$ cat config.mk
export PLATFORM = sky130hd
export DESIGN_NAME = branch_predict_unit_flat
export DESIGN_NICKNAME = d
export VERILOG_FILES = /design/src/rtl/branch_predict_if.sv /design/src/rtl/branch_predict_unit.sv /design/src/flat_wrapper.sv
export SDC_FILE = /design/constraint.sdc
export NUM_CORES = 1
export LEC_CHECK = 0
export ABC_AREA = 1
export CAP_MARGIN = 15
export CELL_PAD_IN_SITES_DETAIL_PLACEMENT = 0
export CELL_PAD_IN_SITES_GLOBAL_PLACEMENT = 2
export CORE_UTILIZATION = 27
export DETAILED_ROUTE_END_ITERATION = 8
export PLACE_DENSITY_LB_ADDON = 0.1
export SLEW_MARGIN = 10
export SYNTH_ARGS = -nofsm -noshare
export SYNTH_HDL_FRONTEND = slang
export SYNTH_SLANG_ARGS = --single-unit
$ cat constraint.sdc
create_clock -name clk -period 4.3 [get_ports clk]
set_input_delay 0.86 -clock clk [delete_from_list [all_inputs] [get_ports clk]]
set_output_delay 0.86 -clock clk [all_outputs]
set_load 0.005 [all_outputs]
$ cat src/rtl/branch_predict_if.sv
// branch_predict_if: Fetch lookup, Execute resolve and flush/redirect signals of the branch predictor.
interface branch_predict_if #(
  parameter int ADDR_WIDTH = 32,
  parameter int STAT_WIDTH = 32
);
  logic [ADDR_WIDTH-1:0] f_pc_i;
  logic                  f_predict_taken_o;
  logic                  e_valid_i;
  logic                  e_branch_i;
  logic                  e_jlink_i;
  logic [2:0]            e_func3_i;
  logic                  e_zero_i;
  logic                  e_lt_i;
  logic                  e_ltu_i;
  logic [ADDR_WIDTH-1:0] e_pc_i;
  logic                  e_predicted_i;
  logic [ADDR_WIDTH-1:0] e_target_i;
  logic [ADDR_WIDTH-1:0] e_pc_plus4_i;
  logic                  flush_o;
  logic [ADDR_WIDTH-1:0] redirect_pc_o;
  logic [STAT_WIDTH-1:0] branch_count_o;
  logic [STAT_WIDTH-1:0] mispredict_count_o;
  modport master (
    output f_pc_i, e_valid_i, e_branch_i, e_jlink_i, e_func3_i, e_zero_i, e_lt_i, e_ltu_i,
           e_pc_i, e_predicted_i, e_target_i, e_pc_plus4_i,
    input  f_predict_taken_o, flush_o, redirect_pc_o, branch_count_o, mispredict_count_o
  );
  modport slave (
    input  f_pc_i, e_valid_i, e_branch_i, e_jlink_i, e_func3_i, e_zero_i, e_lt_i, e_ltu_i,
           e_pc_i, e_predicted_i, e_target_i, e_pc_plus4_i,
    output f_predict_taken_o, flush_o, redirect_pc_o, branch_count_o, mispredict_count_o
  );
endinterface

$ cat src/rtl/branch_predict_unit.sv
// branch_predict_unit: B-type/jal resolve, 2-bit counter BHT and registered mispredict flush.
// Define BRANCH_STATS_EN to build the saturating branch/mispredict performance counters.
module branch_predict_unit #(
  parameter int ADDR_WIDTH  = 32,
  parameter int BHT_ENTRIES = 64,
  parameter int STAT_WIDTH  = 32
) (
  input logic clk,
  input logic rst,
  branch_predict_if.slave bus
);
  localparam int IW = $clog2(BHT_ENTRIES);
  logic [1:0] bht_q [BHT_ENTRIES];
  logic [1:0] bht_d [BHT_ENTRIES];
  logic [IW-1:0] f_idx, e_idx;
  logic [1:0] cnt;
  logic cond, legal, qual, taken, mis, upd;
  logic flush_d, flush_q;
  logic [ADDR_WIDTH-1:0] redirect_d, redirect_q;
  logic unused_bits;
  assign f_idx = bus.f_pc_i[IW+1:2];
  assign e_idx = bus.e_pc_i[IW+1:2];
  assign unused_bits = ^{bus.f_pc_i[ADDR_WIDTH-1:IW+2], bus.f_pc_i[1:0],
                         bus.e_pc_i[ADDR_WIDTH-1:IW+2], bus.e_pc_i[1:0]};
  assign bus.f_predict_taken_o = bht_q[f_idx][1];
  assign bus.flush_o = flush_q;
  assign bus.redirect_pc_o = redirect_q;
  // func3[2:1] selects the flag, func3[0] inverts it
  always_comb begin
    cond = bus.e_func3_i[0] ^ (bus.e_func3_i[2:1] == 2'b00 ? bus.e_zero_i :
                               bus.e_func3_i[2:1] == 2'b10 ? bus.e_lt_i : bus.e_ltu_i);
    legal = bus.e_func3_i[2:1] != 2'b01;
    qual = bus.e_valid_i & (bus.e_branch_i | bus.e_jlink_i) & ~flush_q;
    taken = bus.e_jlink_i | (legal & cond);
    mis = qual & (taken != bus.e_predicted_i);
    upd = qual & ~bus.e_jlink_i & legal;
    flush_d = mis;
    redirect_d = mis ? (taken ? bus.e_target_i : bus.e_pc_plus4_i) : '0;
    cnt = bht_q[e_idx];
    bht_d = bht_q;
    if (upd) bht_d[e_idx] = taken ? (cnt == 2'b11 ? cnt : cnt + 2'd1) : (cnt == 2'b00 ? cnt : cnt - 2'd1);
  end
  always_ff @(posedge clk) begin
    if (rst) begin
      for (int i = 0; i < BHT_ENTRIES; i++) bht_q[i] <= 2'b01;
      flush_q <= 1'b0;
      redirect_q <= '0;
    end else begin
      bht_q <= bht_d;
      flush_q <= flush_d;
      redirect_q <= redirect_d;
    end
  end
`ifdef BRANCH_STATS_EN
  logic [STAT_WIDTH-1:0] branch_cnt_d, branch_cnt_q, mis_cnt_d, mis_cnt_q;
  always_comb begin
    branch_cnt_d = (qual && !(&branch_cnt_q)) ? branch_cnt_q + 1'b1 : branch_cnt_q;
    mis_cnt_d = (mis && !(&mis_cnt_q)) ? mis_cnt_q + 1'b1 : mis_cnt_q;
  end
  always_ff @(posedge clk) begin
    if (rst) begin
      branch_cnt_q <= '0;
      mis_cnt_q <= '0;
    end else begin
      branch_cnt_q <= branch_cnt_d;
      mis_cnt_q <= mis_cnt_d;
    end
  end
  assign bus.branch_count_o = branch_cnt_q;
  assign bus.mispredict_count_o = mis_cnt_q;
`else
  assign bus.branch_count_o = '0;
  assign bus.mispredict_count_o = '0;
`endif
endmodule

$ cat src/flat_wrapper.sv
// flat-port wrapper written by rule: the top's interface ports become plain ports
module branch_predict_unit_flat 
#(
  parameter int ADDR_WIDTH  = 32,
  parameter int BHT_ENTRIES = 64,
  parameter int STAT_WIDTH  = 32
)
  (clk, rst, bus_f_pc_i, bus_e_valid_i, bus_e_branch_i, bus_e_jlink_i, bus_e_func3_i, bus_e_zero_i, bus_e_lt_i, bus_e_ltu_i, bus_e_pc_i, bus_e_predicted_i, bus_e_target_i, bus_e_pc_plus4_i, bus_f_predict_taken_o, bus_flush_o, bus_redirect_pc_o, bus_branch_count_o, bus_mispredict_count_o);
  branch_predict_if #(.ADDR_WIDTH(ADDR_WIDTH), .STAT_WIDTH(STAT_WIDTH)) bus_i ();
  input logic clk;
  input logic rst;
  input wire logic [$bits(bus_i.f_pc_i)-1:0] bus_f_pc_i;
  input wire logic [$bits(bus_i.e_valid_i)-1:0] bus_e_valid_i;
  input wire logic [$bits(bus_i.e_branch_i)-1:0] bus_e_branch_i;
  input wire logic [$bits(bus_i.e_jlink_i)-1:0] bus_e_jlink_i;
  input wire logic [$bits(bus_i.e_func3_i)-1:0] bus_e_func3_i;
  input wire logic [$bits(bus_i.e_zero_i)-1:0] bus_e_zero_i;
  input wire logic [$bits(bus_i.e_lt_i)-1:0] bus_e_lt_i;
  input wire logic [$bits(bus_i.e_ltu_i)-1:0] bus_e_ltu_i;
  input wire logic [$bits(bus_i.e_pc_i)-1:0] bus_e_pc_i;
  input wire logic [$bits(bus_i.e_predicted_i)-1:0] bus_e_predicted_i;
  input wire logic [$bits(bus_i.e_target_i)-1:0] bus_e_target_i;
  input wire logic [$bits(bus_i.e_pc_plus4_i)-1:0] bus_e_pc_plus4_i;
  output wire logic [$bits(bus_i.f_predict_taken_o)-1:0] bus_f_predict_taken_o;
  output wire logic [$bits(bus_i.flush_o)-1:0] bus_flush_o;
  output wire logic [$bits(bus_i.redirect_pc_o)-1:0] bus_redirect_pc_o;
  output wire logic [$bits(bus_i.branch_count_o)-1:0] bus_branch_count_o;
  output wire logic [$bits(bus_i.mispredict_count_o)-1:0] bus_mispredict_count_o;
  assign bus_i.f_pc_i = bus_f_pc_i;
  assign bus_i.e_valid_i = bus_e_valid_i;
  assign bus_i.e_branch_i = bus_e_branch_i;
  assign bus_i.e_jlink_i = bus_e_jlink_i;
  assign bus_i.e_func3_i = bus_e_func3_i;
  assign bus_i.e_zero_i = bus_e_zero_i;
  assign bus_i.e_lt_i = bus_e_lt_i;
  assign bus_i.e_ltu_i = bus_e_ltu_i;
  assign bus_i.e_pc_i = bus_e_pc_i;
  assign bus_i.e_predicted_i = bus_e_predicted_i;
  assign bus_i.e_target_i = bus_e_target_i;
  assign bus_i.e_pc_plus4_i = bus_e_pc_plus4_i;
  assign bus_f_predict_taken_o = bus_i.f_predict_taken_o;
  assign bus_flush_o = bus_i.flush_o;
  assign bus_redirect_pc_o = bus_i.redirect_pc_o;
  assign bus_branch_count_o = bus_i.branch_count_o;
  assign bus_mispredict_count_o = bus_i.mispredict_count_o;
  branch_predict_unit #(.ADDR_WIDTH(ADDR_WIDTH), .BHT_ENTRIES(BHT_ENTRIES), .STAT_WIDTH(STAT_WIDTH)) u_core (.clk(clk), .rst(rst), .bus(bus_i));
endmodule
# After elaboration in Yosys (flattened, before gate mapping)
# Index checks and enable logic that the tools add are counted.
[word_totals]
regBits = 161
latch_bits = 0
ramBits = 0
mem_bits_ro = 0
inputBits = 140
out_inout_bits = 98
wordCells = 108
mem_count = 0
[op_classes]
addsub = 2
n_mul = 0
div = 0
order_cmp = 3
n_eq_ne = 4
n_shift = 0
n_mux = 15
bitwise_logic = 14
reduce_logical = 4
[ops]
columns = ["op", "count"]
rows = [
  ["bitwise mux 128 bit", 1],
  ["two-way mux 32 bit", 1],
  ["binary-select mux 2 bit (select 6 bit)", 2],
  ["two-way mux 2 bit", 8],
  [">= comparator 7 bit (second input constant)", 2],
  ["NOT 6 -> 7 bit", 2],
  ["demux 2 bit (select 6 bit)", 1],
  ["< comparator 7 x 1 -> 1 bit (second input constant)", 1],
  ["bitwise AND 1 bit", 6],
  ["equality test 2 bit (second input constant)", 2],
  ["logical NOT 2 bit", 2],
  ["NOT 1 bit", 3],
  ["adder 2 x 1 -> 2 bit (second input constant)", 1],
  ["two-way mux 1 bit", 2],
  ["!= test 2 x 1 -> 1 bit (second input constant)", 1],
  ["OR 1 bit", 2],
  ["OR reduction 2 bit", 1],
  ["subtractor 2 x 1 -> 2 bit (second input constant)", 1],
  ["logical AND 1 bit", 1],
  ["!= test 1 bit", 1],
  ["bitwise XOR 1 bit", 1],
]

# Depth between registers and ports, before layout
# Gate-level depths: netlist (run 1).
[logic_depth]
depth_word = 10
ltp_mapped = 18
ltp_nobuf = 15

# Least setup slack after synthesis (run 1)
# OpenSTA, ideal clock, no wires.
[synth_path]
kind = "input-to-output"
start = "in bus_f_pc_i[2]"
end = "out bus_f_predict_taken_o"
t_arrival_ps = 1983
required_time_ps = 3440
setup_slack_ps = 1457
path_stages = 8
path_buffers = 2
cell_sequence = "clkbuf_1 clkbuf_1 o21ai_0 o22ai_1 o21ai_0 o211ai_1 nand3b_1 nand2_1"
[synth_between]
elab_chain_cells = 4
[synth_lines]
columns = ["element", "line_no", "text"]
rows = [
  ["start: declaration", "flat_wrapper.sv:12", "input wire logic [$bits(bus_i.f_pc_i)-1:0] bus_f_pc_i;"],
  ["NOT 6 -> 7 bit (implied by the code)", "branch_predict_unit.sv:25", "assign bus.f_predict_taken_o = bht_q[f_idx][1];"],
  ["binary-select mux 2 bit (select 6 bit)", "branch_predict_unit.sv:25", ""],
  ["two-way mux 2 bit (implied by the code) (2 in series)", "branch_predict_unit.sv:25", ""],
  ["end: declaration", "flat_wrapper.sv:24", "output wire logic [$bits(bus_i.f_predict_taken_o)-1:0] bus_f_predict_taken_o;"],
]
# Every way passes these cells. The select of a mux whose other input is x is not followed.

# Final worst setup path (run 1)
# Ends and elaborated chain as after synthesis.

==> results_tabular.tex, run 1 <==
\begin{tabular}{lr}
\hline
Metric & Value \\
\hline
\multicolumn{2}{l}{\textbf{Logic synthesis}} \\
Syn. warnings & 0 \\
Flop and latch count out of synthesis & between 150 and 200 \\
Ranking of synthesized cells by instance count & 417 x sky130\_fd\_sc\_hd\_\_nand2\_1, 235 x sky130\_fd\_sc\_hd\_\_nor2\_1, 161 x sky130\_fd\_sc\_hd\_\_dfxtp\_1, 128 x sky130\_fd\_sc\_hd\_\_o21ai\_0, 99 x sky130\_fd\_sc\_hd\_\_inv\_1 \\
Top cells by area in the synthesized netlist & sky130\_fd\_sc\_hd\_\_dfxtp\_1 36\%, sky130\_fd\_sc\_hd\_\_nand2\_1 18\%, sky130\_fd\_sc\_hd\_\_nor2\_1 9.9\% \\
Mean post-synth cell area & 6.28 µm² \\
Area of the mapped netlist & about 0.0089 mm² \\
Synth unique cells & 31 \\
Part of the Yosys area used for sequential elements & a little over a third \\
Most frequently used cell type in the post-synthesis netlist & sky130\_fd\_sc\_hd\_\_nand2\_1 \\
Dominant register cell in the synthesized netlist & sky130\_fd\_sc\_hd\_\_dfxtp\_1 \\
Yosys top cell area share & 36.2\% \\
Cell count after synthesis & about 1400 \\
EDFF count, synth & 0 \\
Async set-or-reset flop fraction in the synthesized netlist & 0\% \\
Leading area contributor after synthesis & sky130\_fd\_sc\_hd\_\_dfxtp\_1 \\
\multicolumn{2}{l}{\textbf{Job}} \\
Max-capacitance violation count & 0 \\
\multicolumn{2}{l}{\textbf{Global route}} \\
Met2 capacity usage during global routing & about a third \\
Wire length of the first global-routing pass & between 40 and 50 mm \\
Met3 track demand over resource in global routing & under 10\% \\
Global routing usage on met1 & 26.0\% \\
Largest net degree at the start of global routing & 66 \\
Antenna violations before repair & 1 \\
Busiest grt layer & met2 \\
Vias in the first global route & slightly above 8000 \\
Remaining Overflow, GRT & 0 \\
Global-route usage over all layers & between 10\% and 20\% \\
\multicolumn{2}{l}{\textbf{Clock tree}} \\
Clock transition time at the flip-flop clock pins of the worst setup and hold paths & 0.06 ns \\
Hold bufs inserted after CTS & 0 \\
CTS H-Tree Depth & 4 \\
Library cell used as clock root buffer & sky130\_fd\_sc\_hd\_\_clkbuf\_16 \\
Post-CTS setup buffers & 0 \\
Clk sinks & between 150 and 200 \\
Clock insertion delay at the later pin of the skew report & about 0.45 ns \\
Quantity of gates resized following cts & 0 \\
Clock buffer count from CTS & 17 \\
Maximum clock path buffer count & 2 \\
Clock tree from TritonCTS & built \\
\multicolumn{2}{l}{\textbf{STA}} \\
Setup clock skew after layout & 0.0122 ns \\
FMAX & 250 MHz \\
Finish-stage setup viols & 0 \\
Final cycle utilization of the critical path & 93.1\% \\
Relative slew slack & 29.2\% \\
Final critical-path required period & about 4 ns \\
Final max-slew violation count & 0 \\
Final hold violation count & 0 \\
Worst-margin pin slew & about 1.1 ns \\
Worst Slack Setup Final & approximately 0.30 ns \\
Aggregate negative setup slack & 0 ns \\
Setup repair after global routing missed its margin & false \\
\multicolumn{2}{l}{\textbf{Die}} \\
Top-Level Pins & 238 \\
Num rows & 66 \\
Die outline area & between 0.03 and 0.04 mm² \\
Width of the chip & between 150 and 200 µm \\
Core outline area & 0.0325 mm² \\
Die Y & 184 µm \\
Initial core utilization & between 20\% and 30\% \\
\multicolumn{2}{l}{\textbf{Critical path}} \\
Reg-to-reg endpoint & u\_core.bht\_q[103] \\
Critical Path Fanout Max & 18 \\
Arrival time of the worst setup path & roughly 3.1 ns \\
FF-to-FF Start & u\_core.bht\_q[55] \\
Critical path type & input pin to primary output \\
Setup slack, reg-to-reg & $\sim$2.1 ns \\
Critical Path End Type & primary output \\
Critical path launch point type & input pin \\
Data required time of the worst path & 3.44 ns \\
Depth of the worst register-to-register path & 12 \\
\multicolumn{2}{l}{\textbf{Worst hold path}} \\
Worst hold path startpoint & u\_core.bht\_q[69] \\
Path type of the worst min-delay path & flip-flop to flip-flop \\
Hold Path Sink & u\_core.bht\_q[69] \\
Cells on Worst Hold Path & 2 \\
\multicolumn{2}{l}{\textbf{Route}} \\
Count of TritonRoute iterations in the first routing pass & 5 \\
Antenna Nets Post-Route & 0 \\
Initial DRC count & approximately 460 \\
Average routed wire per standard cell & 16.5 µm \\
Total via count in the routed design & approximately 8800 \\
Detailed Route WL & between 30 and 40 mm \\
Per-cell via count in the routed design & approximately 4.5 \\
Drc violations & 0 \\
\multicolumn{2}{l}{\textbf{Placed design}} \\
RePlAce Congestion & approximately 0.8 \\
HPWL after detailed placement & around 22 mm \\
Post-Place Setup Slack & 0.313 ns \\
Port-buffer cells & 121 \\
Placed cell areas & around 0.010 mm² \\
\multicolumn{2}{l}{\textbf{Outcome}} \\
Result of the run & finished clean \\
\multicolumn{2}{l}{\textbf{Cells and area}} \\
Number of antenna repair diodes & 0 \\
Filler cells & 3676 \\
Total number of nets in the final design & 1656 \\
Syn-to-layout area delta & 21.9\% \\
Fraction of final layout cells sized beyond drive strength 1 & 5.43\% \\
Final instance area & roughly 0.011 mm² \\
\multicolumn{2}{l}{\textbf{Pwr}} \\
Total power & 0.00363 W \\
Maximum ir drop on the vdd rail & about 0.28 mV \\
Pleak & approximately 5 nW \\
Pwr/cell area & around 330 mW/mm² \\
\hline
\end{tabular}
==> metal layers <==
metal,part of all wire [%],wire (µm)
met1,48,15700
met2,47,15100
met3,4.3,1400
met4,0.87,282
met5,0.031,10
==> registers in the layout, summed over array words and instances, names as in the netlist <==
register / flops
u_core.bht_q: 128
u_core.bus.flush_o: 1
u_core.bus.redirect_pc_o: 32
==> stage by stage <==
stage	hold WS (ns)	utilization, %	std cells
final	0.541	33.4	1971
after floorplan	0.504	-	1482
after global routing	0.571	33.4	1971
after CTS	0.555	33.4	1971
after detailed placement	0.534	31.6	1939
after global placement	0.524	31.6	1939
==> report_power, final <==
part           leakage [nW]  switching, W  internal (W)
combinational          3.43      0.000365      0.000198
clock                 0.287      0.000692      0.000865
sequential             1.30    0.00000443       0.00150
total                  5.02       0.00106       0.00257
==> area by class of cell <==
type                            instances  area (µm²)  share of cell area, %
Multi-Input combinational cell       1076        4600                   42.3
Tap cell                              442         553                   5.09
Clock inverter                         10         100                  0.922
Inverter                              108         405                   3.73
Sequential cell                       161        3220                   29.7
Clock buffer                           22         484                   4.46
Timing Repair Buffer                  152        1500                   13.8
==> worst max path at each step <==
stage,cells after the start,from,slack [ns],to
global route,12,bus_f_pc_i[2],0.18,bus_f_predict_taken_o
floorplan,8,bus_f_pc_i[2],1.46,bus_f_predict_taken_o
CTS,12,bus_f_pc_i[2],0.30,bus_f_predict_taken_o
finish,11,bus_f_pc_i[2],0.30,bus_f_predict_taken_o
detailed placement,12,bus_f_pc_i[2],0.31,bus_f_predict_taken_o
global placement,11,bus_f_pc_i[2],0.28,bus_f_predict_taken_o
==> kinds of logic after synthesis <==
kind of cell | synth area share [%]
buf+inv | 15.0
other cells | 0.0421
simple gates | 33.0
compound gates | 15.8
flops | 36.2
==> layout by cell type, fill, tap and decap left out, types with 3 or more instances in the layout <==
cell and n:
sky130_fd_sc_hd__clkbuf_16 17, sky130_fd_sc_hd__buf_4 27, sky130_fd_sc_hd__buf_12 5, sky130_fd_sc_hd__conb_1 64, sky130_fd_sc_hd__o22ai_1 8, sky130_fd_sc_hd__nand2_1 417
sky130_fd_sc_hd__clkbuf_8 4, sky130_fd_sc_hd__a21oi_2 10, sky130_fd_sc_hd__nand3_1 74, sky130_fd_sc_hd__dfxtp_1 161, sky130_fd_sc_hd__a21oi_1 97, sky130_fd_sc_hd__inv_2 3
sky130_fd_sc_hd__nor3_1 9, sky130_fd_sc_hd__o21ai_0 128, sky130_fd_sc_hd__clkinv_4 4, sky130_fd_sc_hd__inv_1 99, sky130_fd_sc_hd__o21ai_1 12, sky130_fd_sc_hd__o211ai_1 9
sky130_fd_sc_hd__nor2_1 235, sky130_fd_sc_hd__clkdlybuf4s50_1 119, sky130_fd_sc_hd__clkinv_1 6, sky130_fd_sc_hd__or2_1 3
==> critical path: stages <==
cell and delay, ns:
sky130_fd_sc_hd__clkdlybuf4s50_1 0.56, sky130_fd_sc_hd__buf_4 0.26, sky130_fd_sc_hd__o21ai_0 0.09, sky130_fd_sc_hd__o21ai_0 0.27
sky130_fd_sc_hd__nand2_1 0.08, sky130_fd_sc_hd__o21ai_0 0.10, sky130_fd_sc_hd__a21oi_1 0.09, sky130_fd_sc_hd__o21ai_0 0.12
sky130_fd_sc_hd__nand3_1 0.11, sky130_fd_sc_hd__nand2_1 0.10, sky130_fd_sc_hd__clkdlybuf4s50_1 0.51
Power figures use the tool's default switching activity.
==> inputs of run 2 (changes only) <==
--- a/config.mk
+++ b/config.mk
@@ -11,7 +11,7 @@
 export CELL_PAD_IN_SITES_GLOBAL_PLACEMENT = 2
 export CORE_UTILIZATION = 27
 export DETAILED_ROUTE_END_ITERATION = 8
-export PLACE_DENSITY_LB_ADDON = 0.1
+export PLACE_DENSITY_LB_ADDON = 0.3
 export SLEW_MARGIN = 10
 export SYNTH_ARGS = -nofsm -noshare
 export SYNTH_HDL_FRONTEND = slang
==> results_tabular.tex, run 2 (same netlist as run 1, synthesis figures left out) <==
\begin{tabular}{lr}
\hline
Metric & Value \\
\hline
\multicolumn{2}{l}{\textbf{STA}} \\
Aggregate negative setup slack & 0 ns (unchanged) \\
Final max-slew violation count & 0 (unchanged) \\
FMAX & 253 MHz (+1.5\%) \\
Setup clock skew after layout & 0.0127 ns (+0.000480 ns) \\
Final cycle utilization of the critical path & 91.8\% (-1.3 points) \\
Relative slew slack & 28.6\% (-0.61 points) \\
Worst-margin pin slew & 1.07 ns (+0.00915 ns) \\
Final hold violation count & 0 (unchanged) \\
Setup repair after global routing missed its margin & false \\
Final critical-path required period & 3.95 ns (-0.0578 ns) \\
Finish-stage setup viols & 0 (unchanged) \\
\multicolumn{2}{l}{\textbf{Clock tree}} \\
Maximum clock path buffer count & 2 (unchanged) \\
CTS H-Tree Depth & 4 (unchanged) \\
Clock insertion delay at the later pin of the skew report & 0.45 ns (about the same) \\
Clock transition time at the flip-flop clock pins of the worst setup and hold paths & 0.06 ns (about the same) \\
Library cell used as clock root buffer & sky130\_fd\_sc\_hd\_\_clkbuf\_16 \\
Hold bufs inserted after CTS & 0 (unchanged) \\
Post-CTS setup buffers & 0 (unchanged) \\
Clk sinks & 161 (unchanged) \\
Quantity of gates resized following cts & 0 (unchanged) \\
Clock tree from TritonCTS & built \\
Clock buffer count from CTS & 17 (unchanged) \\
\multicolumn{2}{l}{\textbf{Critical path}} \\
Top Family by Delay on Critical Path & buffers and inverters \\
Setup slack, reg-to-reg & 2.05 ns (-0.04 ns) \\
Cell seen most often among critical-path stages & sky130\_fd\_sc\_hd\_\_o21ai\_0 \\
Longest individual stage delay on the worst path & 0.54 ns (-0.02 ns) \\
Critical path type & input pin to primary output \\
Slowest cell on the critical path & sky130\_fd\_sc\_hd\_\_clkdlybuf4s50\_1 \\
Buffers and inverters on the worst path & 3 (unchanged) \\
Arrival time of the worst setup path & 3.09 ns (-0.05 ns) \\
Data required time of the worst path & 3.44 ns (about the same) \\
Critical Path Fanout Max & 21 (+3) \\
Critical Path End Type & primary output \\
Worst path cell trace & clkdlybuf4s50\_1 > buf\_4 > o21ai\_0 > o21ai\_0 > nand2\_1 > o21ai\_0 > a21oi\_1 > o21ai\_0 > nand3\_1 > nand2\_1 > clkdlybuf4s50\_1 \\
Critical path launch point type & input pin \\
\multicolumn{2}{l}{\textbf{Cells and area}} \\
Most frequent cells in the layout & 417 x sky130\_fd\_sc\_hd\_\_nand2\_1, 235 x sky130\_fd\_sc\_hd\_\_nor2\_1, 161 x sky130\_fd\_sc\_hd\_\_dfxtp\_1 \\
Syn-to-layout area delta & 21.6\% \\
Number of antenna repair diodes & 0 (unchanged) \\
Largest register FFs & 128 (unchanged) \\
Most frequent standard cell in the layout excluding fill and tap cells & sky130\_fd\_sc\_hd\_\_nand2\_1 \\
Register containing the most flip-flops in the final layout & u\_core.bht\_q \\
Total number of nets in the final design & 1653 (-0.18\%) \\
Fraction of final layout cells sized beyond drive strength 1 & 5.24\% (-0.19 points) \\
\multicolumn{2}{l}{\textbf{Pwr}} \\
Switching power of the nets & 0.00105 W (-1.2\%) \\
Int Power & 0.00257 W (+0.13\%) \\
Seq pwr share & 41.7\% (about the same) \\
Maximum ir drop on the vdd rail & 0.301 mV (+7.4\%) \\
Clock Power Share & 43.2\% (+0.3 points) \\
Comb pwr share & 15.1\% (-0.4 points) \\
Total power & 0.00362 W (-0.26\%) \\
Pleak & 5.01 nW (-0.18\%) \\
Pwr/cell area & 334 mW/mm² (about the same) \\
Switching fraction of total power & 29.0\% (-0.27 points) \\
\multicolumn{2}{l}{\textbf{Global route}} \\
Remaining Overflow, GRT & 0 (unchanged) \\
Antenna violations before repair & 0 (-1) \\
Largest net degree at the start of global routing & 83 (+26\%) \\
Global-route usage over all layers & 18.2\% (-1.4 points) \\
Global routing usage on met1 & 24.5\% (-1.5 points) \\
Wire length of the first global-routing pass & 46.8 mm (-5.7\%) \\
Vias in the first global route & 8233 (-1.0\%) \\
Busiest grt layer & met2 \\
Met2 capacity usage during global routing & 30.0\% (-2.4 points) \\
Met3 track demand over resource in global routing & 3.31\% (-1.0 points) \\
\multicolumn{2}{l}{\textbf{Die}} \\
Width of the chip & 184 µm (unchanged) \\
Top-Level Pins & 238 (unchanged) \\
Core outline area & 0.0325 mm² (unchanged) \\
Initial core utilization & 27.4\% (unchanged) \\
Num rows & 66 (unchanged) \\
Die Y & 184 µm (unchanged) \\
Die outline area & 0.0337 mm² (unchanged) \\
\multicolumn{2}{l}{\textbf{Route}} \\
Detailed Route WL & 29.8 mm (-8.1\%) \\
Antenna Nets Post-Route & 0 (unchanged) \\
Average routed wire per standard cell & 15.2 µm (-7.9\%) \\
Total via count in the routed design & 8754 (-0.67\%) \\
Initial DRC count & 456 (-1.1\%) \\
Count of TritonRoute iterations in the first routing pass & 6 (+1) \\
Per-cell via count in the routed design & 4.45 (-0.52\%) \\
Drc violations & 0 (unchanged) \\
\multicolumn{2}{l}{\textbf{Worst hold path}} \\
Path type of the worst min-delay path & flip-flop to flip-flop \\
\multicolumn{2}{l}{\textbf{Placed design}} \\
RePlAce Congestion & 0.837 (+4.4\%) \\
HPWL after detailed placement & 20.4 mm (-6.4\%) \\
Port-buffer cells & 121 (unchanged) \\
\multicolumn{2}{l}{\textbf{Outcome}} \\
Result of the run & finished clean \\
\multicolumn{2}{l}{\textbf{Job}} \\
Max-capacitance violation count & 0 (unchanged) \\
\hline
\end{tabular}
==> run 2: final timing paths <==
path,start,cells after the start,endpoint
worst max-delay path,bus_f_pc_i[2],11,bus_f_predict_taken_o
worst max register to register,u_core.bht_q[84],14,u_core.bht_q[8]
worst min-delay path,u_core.bht_q[45],2,u_core.bht_q[45]
worst min register to register,u_core.bht_q[45],2,u_core.bht_q[45]
==> run 2: power by group through the flow <==
stage | combinational (W) | clock, W | sequential [W]
after detailed placement | 0.000553 | 0 | 0.00154
after floorplan | 0.000364 | 0 | 0.00154
after CTS | 0.000555 | 0.00162 | 0.00151
final | 0.000547 | 0.00156 | 0.00151
after global placement | 0.000555 | 0 | 0.00154
after global routing | 0.000606 | 0.00168 | 0.00151
==> run 2: through the flow <==
step / std cells / area, µm² / hold WS, ns / worst slack [ns] / utilization, %
floorplan: 1482 / 9150 / 0.504 / 1.46 / -
global placement: 1936 / 10300 / 0.524 / 0.293 / 31.5
detailed placement: 1936 / 10300 / 0.525 / 0.298 / 31.5
CTS: 1968 / 10800 / 0.546 / 0.294 / 33.3
global route: 1968 / 10800 / 0.575 / 0.194 / 33.3
finish: 1968 / 10800 / 0.544 / 0.353 / 33.3
==> run 2: metal layers <==
layer  share of wire (%)  routed length (µm)
met1                  48               14300
met2                  47               14100
met3                 3.8                1130
met4                0.79                 235
met5                   0                   0
==> run 2: cell type report <==
type                            instances  area (µm²)
Clock inverter                         14         155
Clock buffer                           18         429
Fill cell                            3652       21700
Inverter                              108         405
Sequential cell                       161        3220
Timing Repair Buffer                  149        1480
Multi-Input combinational cell       1076        4600
Tap cell                              442         553
==> run 2: tightest hold or removal path, delay by kind of cell, from the launching register on <==
kind / cells / cell delay, ns
DFF: 1 / 0.31
AOI/OAI and AO/OA: 2 / 0.19
==> inputs of run 3 (changes only) <==
--- a/config.mk
+++ b/config.mk
@@ -11,7 +11,7 @@
 export CELL_PAD_IN_SITES_GLOBAL_PLACEMENT = 2
 export CORE_UTILIZATION = 27
 export DETAILED_ROUTE_END_ITERATION = 8
-export PLACE_DENSITY_LB_ADDON = 0.3
+export PLACE_DENSITY = 0.88
 export SLEW_MARGIN = 10
 export SYNTH_ARGS = -nofsm -noshare
 export SYNTH_HDL_FRONTEND = slang
==> results_tabular.tex, run 3 (same netlist as run 1, synthesis figures left out) <==
\begin{tabular}{lr}
\hline
Metric & Value \\
\hline
\multicolumn{2}{l}{\textbf{Outcome}} \\
Result of the run & finished clean \\
\multicolumn{2}{l}{\textbf{Clock tree}} \\
Clock insertion delay at the later pin of the skew report & 0.44 ns (about the same) \\
Hold bufs inserted after CTS & 0 (unchanged) \\
Post-CTS setup buffers & 0 (unchanged) \\
Clock buffer count from CTS & 17 (unchanged) \\
Quantity of gates resized following cts & 0 (unchanged) \\
Clk sinks & 161 (unchanged) \\
Maximum clock path buffer count & 2 (unchanged) \\
Clock tree from TritonCTS & built \\
CTS H-Tree Depth & 4 (unchanged) \\
Clock transition time at the flip-flop clock pins of the worst setup and hold paths & 0.06 ns (about the same) \\
Library cell used as clock root buffer & sky130\_fd\_sc\_hd\_\_clkbuf\_16 \\
\multicolumn{2}{l}{\textbf{Critical path}} \\
Buffers and inverters on the worst path & 5 (+2) \\
Data required time of the worst path & 3.44 ns (about the same) \\
Count of cell instances traversed by the critical path & 12 (+1) \\
Critical Path Fanout Max & 9 (-57\%) \\
Critical Path End Type & primary output \\
Critical path launch point type & input pin \\
Arrival time of the worst setup path & 3.20 ns (+0.11 ns) \\
Crit. Startpoint & bus\_f\_pc\_i[2] \\
Longest individual stage delay on the worst path & 0.54 ns (about the same) \\
Critical path type & input pin to primary output \\
Depth of the worst register-to-register path & 12 (-2) \\
Slowest cell on the critical path & sky130\_fd\_sc\_hd\_\_clkdlybuf4s50\_1 \\
Top Family by Delay on Critical Path & buffers and inverters \\
FF-to-FF Start & u\_core.bht\_q[43] \\
Worst path cell trace & clkdlybuf4s50\_1 > clkinv\_1 > buf\_4 > o21ai\_0 > o22ai\_1 > o21ai\_0 > inv\_1 > o21ai\_0 > o211ai\_1 > nand3b\_1 > nand2\_1 > clkdlybuf4s50\_1 \\
Cell seen most often among critical-path stages & sky130\_fd\_sc\_hd\_\_o21ai\_0 \\
\multicolumn{2}{l}{\textbf{Cells and area}} \\
Number of antenna repair diodes & 0 (unchanged) \\
Most frequent standard cell in the layout excluding fill and tap cells & sky130\_fd\_sc\_hd\_\_nand2\_1 \\
Register containing the most flip-flops in the final layout & u\_core.bht\_q \\
Syn-to-layout area delta & 21.4\% \\
Largest register FFs & 128 (unchanged) \\
Most frequent cells in the layout & 417 x sky130\_fd\_sc\_hd\_\_nand2\_1, 235 x sky130\_fd\_sc\_hd\_\_nor2\_1, 161 x sky130\_fd\_sc\_hd\_\_dfxtp\_1 \\
Fraction of final layout cells sized beyond drive strength 1 & 5.37\% (+0.13 points) \\
Final design utilization & 33.3\% (-0.054 points) \\
Total number of nets in the final design & 1654 (+0.060\%) \\
\multicolumn{2}{l}{\textbf{Pwr}} \\
Maximum ir drop on the vdd rail & 0.244 mV (-19\%) \\
Pwr/cell area & 333 mW/mm² (-0.14\%) \\
Total power & 0.00361 W (-0.30\%) \\
Comb pwr share & 14.5\% (-0.6 points) \\
Clock Power Share & 43.7\% (+0.5 points) \\
Seq pwr share & 41.8\% (about the same) \\
Pleak & 5.01 nW (-0.11\%) \\
Int Power & 0.00256 W (-0.20\%) \\
Switching fraction of total power & 28.9\% (-0.068 points) \\
Switching power of the nets & 0.00104 W (-0.53\%) \\
\multicolumn{2}{l}{\textbf{STA}} \\
Setup repair after global routing missed its margin & false \\
Setup clock skew after layout & 0.0102 ns (-0.00248 ns) \\
Worst Slack Setup Final & 0.239 ns (-0.114 ns) \\
Final critical-path required period & 4.06 ns (+0.114 ns) \\
Finish-stage setup viols & 0 (unchanged) \\
Final cycle utilization of the critical path & 94.4\% (+2.6 points) \\
FMAX & 246 MHz (-2.8\%) \\
Aggregate negative setup slack & 0 ns (unchanged) \\
Final hold violation count & 0 (unchanged) \\
Relative slew slack & 44.1\% (+16 points) \\
Final max-slew violation count & 0 (unchanged) \\
Worst-margin pin slew & 0.838 ns (-0.227 ns) \\
\multicolumn{2}{l}{\textbf{Die}} \\
Die outline area & 0.0337 mm² (unchanged) \\
Num rows & 66 (unchanged) \\
Initial core utilization & 27.4\% (unchanged) \\
Die Y & 184 µm (unchanged) \\
Top-Level Pins & 238 (unchanged) \\
Core outline area & 0.0325 mm² (unchanged) \\
Width of the chip & 184 µm (unchanged) \\
\multicolumn{2}{l}{\textbf{Global route}} \\
Antenna violations before repair & 0 (unchanged) \\
Global-route usage over all layers & 16.7\% (-1.4 points) \\
Remaining Overflow, GRT & 0 (unchanged) \\
Wire length of the first global-routing pass & 44.1 mm (-5.8\%) \\
Largest net degree at the start of global routing & 65 (-22\%) \\
Vias in the first global route & 7899 (-4.1\%) \\
\multicolumn{2}{l}{\textbf{Route}} \\
Detailed Route WL & 27.9 mm (-6.4\%) \\
Average routed wire per standard cell & 14.2 µm (-6.4\%) \\
Drc violations & 0 (unchanged) \\
Initial DRC count & 549 (+20\%) \\
Per-cell via count in the routed design & 4.48 (+0.62\%) \\
Antenna Nets Post-Route & 0 (unchanged) \\
Count of TritonRoute iterations in the first routing pass & 5 (-1) \\
Total via count in the routed design & 8813 (+0.67\%) \\
\multicolumn{2}{l}{\textbf{Job}} \\
Max-capacitance violation count & 0 (unchanged) \\
\multicolumn{2}{l}{\textbf{Placed design}} \\
Post-Place Setup Slack & 0.218 ns (-0.0809 ns) \\
HPWL after detailed placement & 18.9 mm (-7.6\%) \\
RePlAce Congestion & 0.819 (-2.2\%) \\
Port-buffer cells & 121 (unchanged) \\
\multicolumn{2}{l}{\textbf{Worst hold path}} \\
Cells on Worst Hold Path & 2 (unchanged) \\
Worst hold path startpoint & u\_core.bht\_q[53] \\
Path type of the worst min-delay path & flip-flop to flip-flop \\
\hline
\end{tabular}
## run 3: cell types whose count changed in the layout (fill, tap and decap cells not counted), sizes merged
| cell | previous run | this run |
|---|---|---|
| bufinv | 2 | 1 |
| inv | 107 | 108 |
| clkinv | 13 | 10 |
| clkbuf | 18 | 21 |
| buf | 30 | 31 |
## run 3: routing by layer
layer	global-route usage [%]	share of wire [%]	vias up	wire (µm)
li1	-	-	4542	-
met4	2.63	0.72	0	201
met2	26.6	45	259	12600
met5	0	0	-	0
met3	3.72	6.1	19	1720
met1	23.3	48	3993	13400
## run 3: layout make-up
| type | instances | area, µm² |
|---|---|---|
| inverter | 108 | 405 |
| timing repair buffer | 150 | 1450 |
| multi-input combinational | 1076 | 4600 |
| fill | 3571 | 21700 |
| tap | 442 | 553 |
| clock inverter | 11 | 116 |
| clock buffer | 21 | 480 |
| sequential | 161 | 3220 |
## run 3: tightest hold or removal path: cells and delay by family, from the launching register on
family	cells	cell delay, ns
DFF	1	0.32
AOI/OAI and AO/OA	2	0.18
## run 3: worst paths after layout
path                            to  slack [ns]
min               u_core.bht_q[53]        0.55
min reg2reg       u_core.bht_q[53]        0.55
max          bus_f_predict_taken_o        0.24
max reg2reg       u_core.bht_q[73]        2.13
## run 3: through the flow
stage | instance area, µm² | instances | hold slack, ns
after global placement | 10200 | 1937 | 0.526
after CTS | 10800 | 1969 | 0.551
after global routing | 10800 | 1969 | 0.570
after detailed placement | 10200 | 1937 | 0.531
final | 10800 | 1969 | 0.549
after floorplan | 9150 | 1482 | 0.504
## run 3: power by group through the flow
stage	Combinational [W]	Sequential, W	Clock, W
CTS	0.000529	0.00151	0.00161
global route	0.000580	0.00151	0.00168
detailed placement	0.000527	0.00154	0
floorplan	0.000364	0.00154	0
finish	0.000525	0.00151	0.00158
global placement	0.000526	0.00154	0
